**src/rtl/bip_debug_unit.sv**
```systemverilog
// bip_debug_unit: post-HALT observer for the BIP core.
// Counts execution cycles until HALT, snapshots PC/ACC/count, reads back
// data memory words 0..DUMP_WORDS-1 over a spare read port and serialises
// the result as a byte stream with a valid/ready handshake for a UART TX.
// Frame: HEADER, PC(2), ACC(2), COUNT(4), mem words (2 bytes each), MSB first.
// Optional feature: define DBG_CHECKSUM_EN to append one XOR byte covering
// every frame byte except HEADER.
module bip_debug_unit #(
    parameter int          DUMP_WORDS = 16,
    parameter logic [7:0]  HEADER     = 8'hA5
) (
    input  logic        clk,
    input  logic        rst,
    input  logic        halt_i,
    input  logic [10:0] pc_i,
    input  logic [15:0] acc_i,
    output logic        mem_rd_o,
    output logic [10:0] mem_addr_o,
    input  logic [15:0] mem_data_i,
    output logic [7:0]  tx_data_o,
    output logic        tx_valid_o,
    input  logic        tx_ready_i,
    output logic        busy_o,
    output logic        done_o
);

    localparam logic [10:0] LAST_WORD  = 11'(DUMP_WORDS - 1);
    localparam logic [3:0]  LAST_FIXED = 4'd8;

    typedef enum logic [2:0] {
        S_IDLE,
        S_SEND,
        S_MEM_REQ,
        S_MEM_WAIT,
        S_MEM_H,
        S_MEM_L,
        S_CSUM,
        S_DONE
    } state_t;

    state_t      state_q;
    logic [31:0] count_q;
    logic [31:0] count_d;
    logic [15:0] pc_q;
    logic [15:0] acc_q;
    logic [3:0]  byte_idx_q;
    logic [3:0]  next_idx;
    logic [7:0]  next_fixed_byte;
    logic [7:0]  mem_lo_q;
    logic [7:0]  tx_data_q;
    logic        tx_valid_q;
    logic        mem_rd_q;
    logic [10:0] mem_addr_q;
    logic        busy_q;
    logic        done_q;
    logic        xfer;
`ifdef DBG_CHECKSUM_EN
    logic [7:0]  csum_q;
`endif

    assign xfer     = tx_valid_q & tx_ready_i;
    assign next_idx = byte_idx_q + 4'd1;
    assign count_d  = (&count_q) ? count_q : count_q + 32'd1;

    // Select the fixed-field byte that follows the one currently on the bus.
    // NOTE: the default assignment first keeps this purely combinational; a
    // missing default on any path would infer a latch.
    always_comb begin
        next_fixed_byte = HEADER;
        case (next_idx)
            4'd1:    next_fixed_byte = pc_q[15:8];
            4'd2:    next_fixed_byte = pc_q[7:0];
            4'd3:    next_fixed_byte = acc_q[15:8];
            4'd4:    next_fixed_byte = acc_q[7:0];
            4'd5:    next_fixed_byte = count_q[31:24];
            4'd6:    next_fixed_byte = count_q[23:16];
            4'd7:    next_fixed_byte = count_q[15:8];
            4'd8:    next_fixed_byte = count_q[7:0];
            default: next_fixed_byte = HEADER;
        endcase
    end

    // Frame FSM: cycle counting, snapshot, memory readback and byte handshake.
    // All outputs are registered so tx_valid never depends on tx_ready.
    // NOTE: non-blocking assignments only, so every register samples the
    // pre-edge values of the others regardless of statement order.
    always_ff @(posedge clk) begin
        if (rst) begin
            state_q    <= S_IDLE;
            count_q    <= '0;
            pc_q       <= '0;
            acc_q      <= '0;
            byte_idx_q <= '0;
            mem_lo_q   <= '0;
            tx_data_q  <= '0;
            tx_valid_q <= 1'b0;
            mem_rd_q   <= 1'b0;
            mem_addr_q <= '0;
            busy_q     <= 1'b0;
            done_q     <= 1'b0;
`ifdef DBG_CHECKSUM_EN
            csum_q     <= '0;
`endif
        end else begin
            case (state_q)
                S_IDLE: begin
                    if (halt_i) begin
                        pc_q       <= {5'b0, pc_i};
                        acc_q      <= acc_i;
                        byte_idx_q <= '0;
                        tx_data_q  <= HEADER;
                        tx_valid_q <= 1'b1;
                        busy_q     <= 1'b1;
                        state_q    <= S_SEND;
                    end else begin
                        count_q <= count_d;
                    end
                end
                S_SEND: begin
                    if (xfer) begin
`ifdef DBG_CHECKSUM_EN
                        if (byte_idx_q != 4'd0) csum_q <= csum_q ^ tx_data_q;
`endif
                        if (byte_idx_q == LAST_FIXED) begin
                            tx_valid_q <= 1'b0;
                            mem_rd_q   <= 1'b1;
                            mem_addr_q <= '0;
                            state_q    <= S_MEM_REQ;
                        end else begin
                            tx_data_q  <= next_fixed_byte;
                            byte_idx_q <= next_idx;
                        end
                    end
                end
                S_MEM_REQ: begin
                    mem_rd_q <= 1'b0;
                    state_q  <= S_MEM_WAIT;
                end
                S_MEM_WAIT: begin
                    mem_lo_q   <= mem_data_i[7:0];
                    tx_data_q  <= mem_data_i[15:8];
                    tx_valid_q <= 1'b1;
                    state_q    <= S_MEM_H;
                end
                S_MEM_H: begin
                    if (xfer) begin
`ifdef DBG_CHECKSUM_EN
                        csum_q <= csum_q ^ tx_data_q;
`endif
                        tx_data_q <= mem_lo_q;
                        state_q   <= S_MEM_L;
                    end
                end
                S_MEM_L: begin
                    if (xfer) begin
`ifdef DBG_CHECKSUM_EN
                        csum_q <= csum_q ^ tx_data_q;
`endif
                        if (mem_addr_q == LAST_WORD) begin
`ifdef DBG_CHECKSUM_EN
                            tx_data_q <= csum_q ^ tx_data_q;
                            state_q   <= S_CSUM;
`else
                            tx_valid_q <= 1'b0;
                            busy_q     <= 1'b0;
                            done_q     <= 1'b1;
                            state_q    <= S_DONE;
`endif
                        end else begin
                            tx_valid_q <= 1'b0;
                            mem_rd_q   <= 1'b1;
                            mem_addr_q <= mem_addr_q + 11'd1;
                            state_q    <= S_MEM_REQ;
                        end
                    end
                end
                S_CSUM: begin
                    if (xfer) begin
                        tx_valid_q <= 1'b0;
                        busy_q     <= 1'b0;
                        done_q     <= 1'b1;
                        state_q    <= S_DONE;
                    end
                end
                S_DONE: begin
                    state_q <= S_DONE;
                end
                default: state_q <= S_IDLE;
            endcase
        end
    end

    assign mem_rd_o   = mem_rd_q;
    assign mem_addr_o = mem_addr_q;
    assign tx_data_o  = tx_data_q;
    assign tx_valid_o = tx_valid_q;
    assign busy_o     = busy_q;
    assign done_o     = done_q;

endmodule

```
**config.mk**
```make
export PLATFORM = sky130hd
export DESIGN_NAME = bip_debug_unit
export DESIGN_NICKNAME = d
export VERILOG_FILES = /design/src/rtl/bip_debug_unit.sv
export SDC_FILE = /design/constraint.sdc
export NUM_CORES = 1
export LEC_CHECK = 0
export ABC_AREA = 1
export CAP_MARGIN = 20
export CORE_ASPECT_RATIO = 1.4
export CORE_MARGIN = 1
export CORE_UTILIZATION = 60
export CTS_BUF_LIST = sky130_fd_sc_hd__clkbuf_4 sky130_fd_sc_hd__clkbuf_8 sky130_fd_sc_hd__clkbuf_16
export CTS_CLUSTER_DIAMETER = 40
export DETAILED_ROUTE_END_ITERATION = 16
export GPL_TIMING_DRIVEN = 0
export PLACE_DENSITY = 0.91
export SLEW_MARGIN = 20
export SYNTH_ARGS = -nofsm -noshare
export SYNTH_HDL_FRONTEND = slang
export SYNTH_SLANG_ARGS = --single-unit
```
**constraint.sdc**
```tcl
create_clock -name clk -period 3.3 [get_ports clk]
set_input_delay 0.99 -clock clk [delete_from_list [all_inputs] [get_ports clk]]
set_output_delay 0.99 -clock clk [all_outputs]
set_load 0.01 [all_outputs]
```
==> impl_metrics.prom, run 1 <==
# TYPE chip_impl_metric gauge
chip_impl_metric{name="worst_slew_pin_slew",unit="ns"} 0.744
chip_impl_metric{name="vias",unit=""} 6055
chip_impl_metric{name="timing.critical_path.buf_inv",unit=""} 1
chip_impl_metric{name="tritoncts_num_sinks",unit=""} 97
chip_impl_info{name="cp-start-kind",value="flop"} 1
chip_impl_metric{name="io_pins",unit=""} 70
chip_impl_metric{name="maximum_number_of_pins_on_one_net_before_global_route_repair",unit=""} 16
chip_impl_metric{name="cts_max_path_buffers",unit=""} 2
chip_impl_metric{name="timing.final.crit_period",unit="ns"} 2.38
chip_impl_metric{name="sequential_share_of_the_synthesized_area",unit=""} 0.352
chip_impl_metric{name="number_of_setup_buffers_added_after_cts",unit=""} 0
chip_impl_metric{name="routedWlPerCell",unit="um"} 16.0
chip_impl_metric{name="drtIter0Drc",unit=""} 440
chip_impl_info{name="critPathTopFamily",value="buffers and inverters"} 1
chip_impl_metric{name="finalSetupViolations",unit=""} 0
chip_impl_info{name="ys.flop_type",value="sky130_fd_sc_hd__dfxtp_1"} 1
chip_impl_metric{name="signal_arrival_time_at_the_worst_endpoint",unit="ns"} 1.39
chip_impl_metric{name="count_of_hold_fix_buffers_inserted_at_cts",unit=""} 0
chip_impl_info{name="r2r_start",value="byte_idx_q[0]"} 1
chip_impl_metric{name="ir_worst_vdd",unit="mV"} 0.424
chip_impl_metric{name="yosys_register_bits",unit=""} 97
chip_impl_metric{name="globalRouteMet2Util",unit=""} 0.640
chip_impl_metric{name="timing.setup.tns",unit="ns"} 0
chip_impl_info{name="hp-class",value="flop to flop"} 1
chip_impl_info{name="end_point_of_the_worst_hold_path",value="mem_lo_q[7]"} 1
chip_impl_metric{name="detailedRoute.firstPassIterationCount",unit=""} 5
chip_impl_metric{name="gp_congestion",unit=""} 1.01
chip_impl_metric{name="timing.final.max_slew_violations",unit=""} 0
chip_impl_metric{name="wl",unit="um"} 16700
chip_impl_metric{name="synth.top_cell.area_share",unit=""} 0.352
chip_impl_metric{name="mappedNetlistArea",unit="um^2"} 5510
chip_impl_metric{name="power_switching",unit="mW"} 1.34
chip_impl_info{name="highest_delay_cell_along_the_critical_path",value="sky130_fd_sc_hd__clkdlybuf4s50_1"} 1
chip_impl_metric{name="placementRows",unit=""} 41
chip_impl_metric{name="synth_cells",unit=""} 855
chip_impl_metric{name="min_delay_path_depth",unit=""} 2
chip_impl_info{name="most_crowded_layer_gr",value="met2"} 1
chip_impl_metric{name="num_antenna_cells",unit=""} 0
chip_impl_info{name="critPathCaptureType",value="primary output"} 1
chip_impl_metric{name="worst_path_largest_cell_delay",unit="ns"} 0.58
chip_impl_metric{name="ys_async_sr_fraction",unit=""} 0
chip_impl_metric{name="antenna_left",unit=""} 0
chip_impl_info{name="min_from",value="mem_lo_q[7]"} 1
chip_impl_metric{name="switching_share",unit=""} 0.372
chip_impl_metric{name="pwr-share-clk",unit=""} 0.280
chip_impl_metric{name="cts-buffers-inserted",unit=""} 9
chip_impl_metric{name="grt_overflow_total",unit=""} 0
chip_impl_metric{name="drive_above_1_share",unit=""} 0.0608
chip_impl_metric{name="floorplan.die_area",unit="um^2"} 9580
chip_impl_info{name="status",value="completed"} 1
chip_impl_metric{name="max-slew-margin-rel",unit=""} 0.504
chip_impl_metric{name="pwr-share-comb",unit=""} 0.330
chip_impl_metric{name="grt_pass1_wl",unit="um"} 27100
chip_impl_info{name="grt_setup_unrepaired",value="no"} 1
chip_impl_info{name="criticalPathCategory",value="flop to primary output"} 1
chip_impl_metric{name="cts_resized",unit=""} 0
chip_impl_info{name="cts_root_buffer",value="sky130_fd_sc_hd__clkbuf_16"} 1
chip_impl_info{name="synth_top_cells_by_count",value="256 x sky130_fd_sc_hd__nand2_1, 97 x sky130_fd_sc_hd__dfxtp_1, 85 x sky130_fd_sc_hd__a21oi_1"} 1
chip_impl_metric{name="timing.final.hold_violations",unit=""} 0
chip_impl_metric{name="worst_clock_skew",unit="ns"} 0.00686
chip_impl_metric{name="clock_latency",unit="ns"} 0.35
chip_impl_metric{name="timing.max_cap.violations",unit=""} 0
chip_impl_metric{name="global_route.usage.total",unit=""} 0.356
chip_impl_metric{name="static-leakage-power",unit="nW"} 2.48
chip_impl_metric{name="critical_path_required_time",unit="ns"} 2.31
chip_impl_metric{name="use_met1",unit=""} 0.375
chip_impl_metric{name="timing.hold.ws",unit="ns"} 0.455
chip_impl_metric{name="final.period_utilization",unit=""} 0.720
chip_impl_metric{name="coreArea",unit="um^2"} 8980
chip_impl_metric{name="grt_pass1_vias",unit=""} 5759
chip_impl_info{name="ys_top_cells_by_area",value="sky130_fd_sc_hd__dfxtp_1 35%, sky130_fd_sc_hd__nand2_1 17%, sky130_fd_sc_hd__a21oi_1 7.7%"} 1
chip_impl_metric{name="area_delta_synth_final",unit="%"} 19.7
chip_impl_metric{name="fmax",unit="MHz"} 421
chip_impl_info{name="tritoncts",value="yes"} 1
chip_impl_metric{name="htree_levels",unit=""} 3
chip_impl_info{name="cp_cell_sequence",value="clkdlybuf4s50_1"} 1
chip_impl_metric{name="clk_pin_slew",unit="ns"} 0.07
chip_impl_metric{name="global_route.usage.met3",unit=""} 0.0513
chip_impl_metric{name="postSynthAreaPerCell",unit="um^2"} 6.45
chip_impl_metric{name="die-height",unit="um"} 115
chip_impl_info{name="synth_top_area_cell",value="sky130_fd_sc_hd__dfxtp_1"} 1
chip_impl_metric{name="antenna_found_initial",unit=""} 0
chip_impl_metric{name="fin_nets",unit=""} 988
chip_impl_info{name="worst_r2r_endpoint",value="tx_data_o[0]"} 1
chip_impl_metric{name="placement.io_buffers",unit=""} 67
chip_impl_metric{name="power.density_cell_area",unit="nW/um^2"} 544
chip_impl_metric{name="number_of_design_rule_violations_left_after_detail_routing",unit=""} 0
chip_impl_metric{name="post_synth_num_cell_types",unit=""} 37
chip_impl_metric{name="synthesis.nets",unit=""} 910
chip_impl_metric{name="dp.final_hpwl",unit="um"} 12900
chip_impl_metric{name="reg2reg_setup_slack",unit="ns"} 1.05
chip_impl_metric{name="number_of_synthesized_flops_with_an_enable_pin",unit=""} 0
chip_impl_metric{name="initial_utilization",unit=""} 0.614
chip_impl_metric{name="critical_path_peak_fanout",unit=""} 6
chip_impl_metric{name="sequential_share_of_power",unit=""} 0.390
chip_impl_metric{name="ff2ff_path_depth",unit=""} 12
chip_impl_metric{name="die-width",unit="um"} 83.0
chip_impl_metric{name="yosys_warn_count",unit=""} 0
chip_impl_metric{name="cellInternalPower",unit="mW"} 2.26
chip_impl_info{name="yosys.cell_count.top_type",value="sky130_fd_sc_hd__nand2_1"} 1
chip_impl_metric{name="vias_per_cell",unit=""} 5.79
-- area by class of cell --
| class | count | area (um^2) |
|---|---|---|
| Buffer | 37 | 179 |
| Clock inverter | 4 | 28.8 |
| Tap cell | 107 | 134 |
| Fill cell | 745 | 2380 |
| Sequential cell | 97 | 1940 |
| Timing Repair Buffer | 67 | 671 |
| Clock buffer | 12 | 254 |
| Inverter | 77 | 289 |
| Multi-Input combinational cell | 644 | 3100 |
-- flip-flops by register name (all words and copies together), names as in the netlist, 3 cells and up --
signal / count
count_q: 32
acc_q: 16
mem_addr_o: 11
pc_q: 11
mem_lo_q: 8
tx_data_o: 8
byte_idx_q: 4
state_q: 3
-- worst max path at each step --
stage                  startpoint             to  slack (ns)  depth (start not counted)
finish              mem_addr_o[7]  mem_addr_o[7]        0.92                          1
CTS                 mem_addr_o[7]  mem_addr_o[7]        0.92                          1
floorplan                  halt_i     state_q[0]        1.26                         10
detailed placement     tx_ready_i   tx_data_o[5]        0.67                         10
global route           tx_ready_i   tx_data_o[5]        0.81                         10
global placement       tx_ready_i   tx_data_o[5]        0.66                         10
-- through the flow --
| stage | total power, mW | area (um^2) | utilization | worst slack, ns | cells |
|---|---|---|---|---|---|
| after floorplan | 2.19 | 5510 | - | 1.26 | 855 |
| after global placement | 2.55 | 6320 | 0.704 | 0.662 | 1029 |
| after detailed placement | 2.58 | 6320 | 0.704 | 0.670 | 1029 |
| after CTS | 3.57 | 6600 | 0.735 | 0.925 | 1045 |
| after global routing | 3.77 | 6600 | 0.735 | 0.812 | 1045 |
| final | 3.59 | 6600 | 0.735 | 0.923 | 1045 |
-- power by group through the flow --
stage | sequential, mW | combinational (mW) | clock [mW]
floorplan | 1.41 | 0.775 | 0
finish | 1.40 | 1.19 | 1.01
global route | 1.41 | 1.31 | 1.05
global placement | 1.42 | 1.14 | 0
CTS | 1.40 | 1.16 | 1.01
detailed placement | 1.42 | 1.15 | 0
-- layout by cell type, fill, tap and decap left out, types with 4 or more instances in the layout --
cell / n
sky130_fd_sc_hd__nor3_2: 4
sky130_fd_sc_hd__clkbuf_16: 9
sky130_fd_sc_hd__nor2_2: 6
sky130_fd_sc_hd__nand2_1: 256
sky130_fd_sc_hd__inv_1: 73
sky130_fd_sc_hd__nor3_1: 28
sky130_fd_sc_hd__nand3_1: 51
sky130_fd_sc_hd__nand4_1: 35
sky130_fd_sc_hd__buf_4: 5
sky130_fd_sc_hd__buf_2: 10
sky130_fd_sc_hd__dfxtp_1: 97
sky130_fd_sc_hd__nor2_1: 82
sky130_fd_sc_hd__clkdlybuf4s50_1: 67
sky130_fd_sc_hd__xnor2_1: 6
sky130_fd_sc_hd__nand3_2: 4
sky130_fd_sc_hd__o21ai_0: 36
sky130_fd_sc_hd__a21oi_1: 85
sky130_fd_sc_hd__ha_1: 8
sky130_fd_sc_hd__clkbuf_1: 20
sky130_fd_sc_hd__xor2_1: 16
-- layer usage --
layer	share of wire	vias up	routed length (um)
li1	-	2964	-
met1	0.37	2771	6120
met2	0.51	239	8450
met3	0.052	81	873
met4	0.074	0	1230
met5	0	-	0
-- cell families (layout without fill, tap and decap cells) --
logic type / Yosys count / count (layout) / synth area share
AO/OA/AOI/OAI: 135 / 135 / 0.127
XOR/XNOR: 22 / 22 / 0.0350
adder cells (fa/ha/maj): 8 / 8 / 0.0182
buffers and inverters: 114 / 197 / 0.0849
flip-flops: 97 / 97 / 0.352
AND/OR/NAND/NOR: 479 / 479 / 0.382
No activity file was read; power rests on OpenSTA's default activity.
==> run 2: changes to the inputs <==
Settings changed: CORE_UTILIZATION 60 to 51, PLACE_DENSITY 0.91 to 0.83.
Clock period 3.3 ns to 2 ns, I/O delays scaled along.
==> run 2 against run 1 <==
  * Sequential power up 66%
  * Via count down 0.63%
  * First-iteration DRC count down 15%
  * Cell area up 3.2%
  * Wire length up 0.56%
  * Core utilization down 8.4 points
  * Total power up 70%
  * Critical endpoint is now mem_addr_o[6]
  * Largest power group unchanged
  * Highest routed layer unchanged
==> impl_metrics.prom, run 2 (synthesis gave the netlist of run 1 again) <==
# TYPE chip_impl_metric gauge
chip_impl_info{name="status",value="completed"} 1
chip_impl_metric{name="static-leakage-power",unit="nW"} 2.55
chip_impl_metric{name="grt_pass1_vias",unit=""} 5679
chip_impl_metric{name="cts-buffers-inserted",unit=""} 9
chip_impl_metric{name="worst_clock_skew",unit="ns"} 0.00602
chip_impl_metric{name="timing.final.hold_violations",unit=""} 0
chip_impl_metric{name="finalSetupViolations",unit=""} 0
chip_impl_metric{name="timing.final.crit_period",unit="ns"} 1.96
chip_impl_metric{name="timing.final.max_slew_violations",unit=""} 0
chip_impl_metric{name="initial_utilization",unit=""} 0.527
chip_impl_info{name="critPathCaptureType",value="primary output"} 1
chip_impl_metric{name="fmax",unit="MHz"} 510
chip_impl_metric{name="cts_max_path_buffers",unit=""} 2
chip_impl_metric{name="count_of_hold_fix_buffers_inserted_at_cts",unit=""} 0
chip_impl_metric{name="clock_latency",unit="ns"} 0.36
chip_impl_metric{name="routedWlPerCell",unit="um"} 15.6
chip_impl_metric{name="worst_path_largest_cell_delay",unit="ns"} 0.57
chip_impl_info{name="criticalPathCategory",value="flop to primary output"} 1
chip_impl_metric{name="drive_above_1_share",unit=""} 0.0969
chip_impl_metric{name="timing.max_cap.violations",unit=""} 0
chip_impl_metric{name="fin_nets",unit=""} 989
chip_impl_info{name="layout.cells.most_common_list",value="250 x sky130_fd_sc_hd__nand2_1, 86 x sky130_fd_sc_hd__dfxtp_1, 85 x sky130_fd_sc_hd__a21oi_1"} 1
chip_impl_metric{name="finish.instance_area",unit="um^2"} 6810
chip_impl_metric{name="min_delay_path_depth",unit=""} 2
chip_impl_metric{name="signal_arrival_time_at_the_worst_endpoint",unit="ns"} 1.36
chip_impl_metric{name="num_antenna_cells",unit=""} 0
chip_impl_info{name="largest_register",value="count_q"} 1
chip_impl_metric{name="power.density_cell_area",unit="nW/um^2"} 897
chip_impl_info{name="hp-class",value="flop to flop"} 1
chip_impl_metric{name="floorplan.die_area",unit="um^2"} 11200
chip_impl_metric{name="die-width",unit="um"} 89.9
chip_impl_metric{name="number_of_design_rule_violations_left_after_detail_routing",unit=""} 0
chip_impl_metric{name="antenna_found_initial",unit=""} 0
chip_impl_metric{name="ir_worst_vdd",unit="mV"} 0.505
chip_impl_metric{name="worstSetupPathDepth",unit=""} 1
chip_impl_metric{name="vias_per_cell",unit=""} 5.59
chip_impl_metric{name="place_area",unit="um^2"} 6360
chip_impl_metric{name="drtIter0Drc",unit=""} 376
chip_impl_metric{name="gp_congestion",unit=""} 0.988
chip_impl_metric{name="tritoncts_num_sinks",unit=""} 97
chip_impl_metric{name="final_core_util",unit=""} 0.651
chip_impl_metric{name="placement.io_buffers",unit=""} 67
chip_impl_metric{name="coreArea",unit="um^2"} 10500
chip_impl_metric{name="die-height",unit="um"} 125
chip_impl_info{name="reg.largest.list",value="count_q x32, acc_q x16"} 1
chip_impl_info{name="tritoncts",value="yes"} 1
chip_impl_info{name="highest_delay_cell_along_the_critical_path",value="sky130_fd_sc_hd__clkdlybuf4s50_1"} 1
chip_impl_metric{name="dp.final_hpwl",unit="um"} 12700
chip_impl_metric{name="max-slew-margin-rel",unit=""} 0.483
chip_impl_metric{name="area_delta_synth_final",unit="%"} 23.5
chip_impl_info{name="critPathTopFamily",value="buffers and inverters"} 1
chip_impl_metric{name="largest_register_ffs",unit=""} 32
chip_impl_metric{name="htree_levels",unit=""} 3
chip_impl_metric{name="timing.hold.ws",unit="ns"} 0.450
chip_impl_metric{name="clk_pin_slew",unit="ns"} 0.07
chip_impl_metric{name="placementRows",unit=""} 44
chip_impl_metric{name="detailedRoute.firstPassIterationCount",unit=""} 5
chip_impl_info{name="cp_cell_sequence",value="clkdlybuf4s50_1"} 1
chip_impl_metric{name="grt_overflow_total",unit=""} 0
chip_impl_metric{name="antenna_left",unit=""} 0
chip_impl_metric{name="fillers",unit=""} 942
chip_impl_metric{name="final.period_utilization",unit=""} 0.980
chip_impl_metric{name="worst_slew_pin_slew",unit="ns"} 0.775
chip_impl_metric{name="ff2ff_path_depth",unit=""} 7
chip_impl_info{name="cts_root_buffer",value="sky130_fd_sc_hd__clkbuf_16"} 1
chip_impl_metric{name="timing.critical_path.buf_inv",unit=""} 1
chip_impl_metric{name="critical_path_peak_fanout",unit=""} 6
chip_impl_info{name="cp-start-kind",value="flop"} 1
chip_impl_metric{name="maximum_number_of_pins_on_one_net_before_global_route_repair",unit=""} 17
chip_impl_metric{name="wl",unit="um"} 16800
chip_impl_metric{name="vias",unit=""} 6017
chip_impl_info{name="mostFrequentLayoutCell",value="sky130_fd_sc_hd__nand2_1"} 1
chip_impl_metric{name="critical_path_required_time",unit="ns"} 1.40
chip_impl_metric{name="io_pins",unit=""} 70
chip_impl_metric{name="global_route.usage.total",unit=""} 0.300
chip_impl_metric{name="grt_pass1_wl",unit="um"} 26900
==> run 2: changes by cell type in the layout (fill, tap and decap cells not counted), moves of 6 or more <==
| cell | delta |
|---|---|
| sky130_fd_sc_hd__dfxtp_1 | -11 |
| sky130_fd_sc_hd__dfxtp_2 | +8 |
| sky130_fd_sc_hd__nand2_1 | -6 |
| sky130_fd_sc_hd__nand2_2 | +6 |
| sky130_fd_sc_hd__nor2_1 | -6 |
==> run 2: final cells by class <==
type,instances,area [um^2],share of cell area
Multi-Input combinational cell,644,3200,0.469
Inverter,77,293,0.0430
Tap cell,138,173,0.0254
Sequential cell,97,1960,0.288
Clock buffer,10,239,0.0351
Timing Repair Buffer,69,686,0.101
Buffer,36,193,0.0283
Clock inverter,6,67.6,0.00992
==> run 2: routing by layer <==
metal	share of wire	GRT usage	vias up	wire length, um
met4	0.072	0.238	0	1200
met2	0.49	0.527	244	8280
met5	0	0	-	0
met1	0.38	0.331	2725	6430
met3	0.051	0.0274	82	861
li1	-	-	2966	-
==> run 2: worst paths after layout <==
check,startpoint,to,slack (ns)
hold reg to reg,mem_lo_q[6],mem_lo_q[6],0.45
hold / removal,mem_lo_q[6],mem_lo_q[6],0.45
setup reg to reg,count_q[1],count_q[18],0.08
setup / recovery,mem_addr_o[6],mem_addr_o[6],0.04
==> run 2: timing repair <==
item	in CTS	in global routing
setup endpoints to repair	40	56
setup buffers	1	1
resized for setup	6	47
pin swaps	1	1
==> run 2: metrics by stage <==
| step | setup WS (ns) | total power, mW | instances | setup TNS [ns] |
|---|---|---|---|---|
| 6_report | 0.0409 | 6.11 | 1077 | 0 |
| 5_1_grt | -0.0168 | 6.39 | 1077 | -0.0253 |
| 4_1_cts | -0.0212 | 6.03 | 1077 | -0.0780 |
| 3_5_place_dp | -0.308 | 4.27 | 1060 | -4.06 |
| 3_3_place_gp | -0.246 | 4.23 | 1060 | -2.54 |
| 2_1_floorplan | 0.306 | 3.61 | 855 | 0 |
==> run 2: where the power goes <==
part	total (mW)	internal [mW]	switching, mW
clock	1.80	1.01	0.790
combinational	1.99	0.673	1.31
sequential	2.32	2.17	0.153
==> run 2: worst register-to-register path, stage by stage (launching register included) <==
cell and delay [ns]:
sky130_fd_sc_hd__dfxtp_4 0.38, sky130_fd_sc_hd__ha_2 0.20, sky130_fd_sc_hd__nand2_2 0.11, sky130_fd_sc_hd__nor3_2 0.31
sky130_fd_sc_hd__nor3b_4 0.33, sky130_fd_sc_hd__nand3_1 0.15, sky130_fd_sc_hd__nor3_1 0.25, sky130_fd_sc_hd__nor3_2 0.07
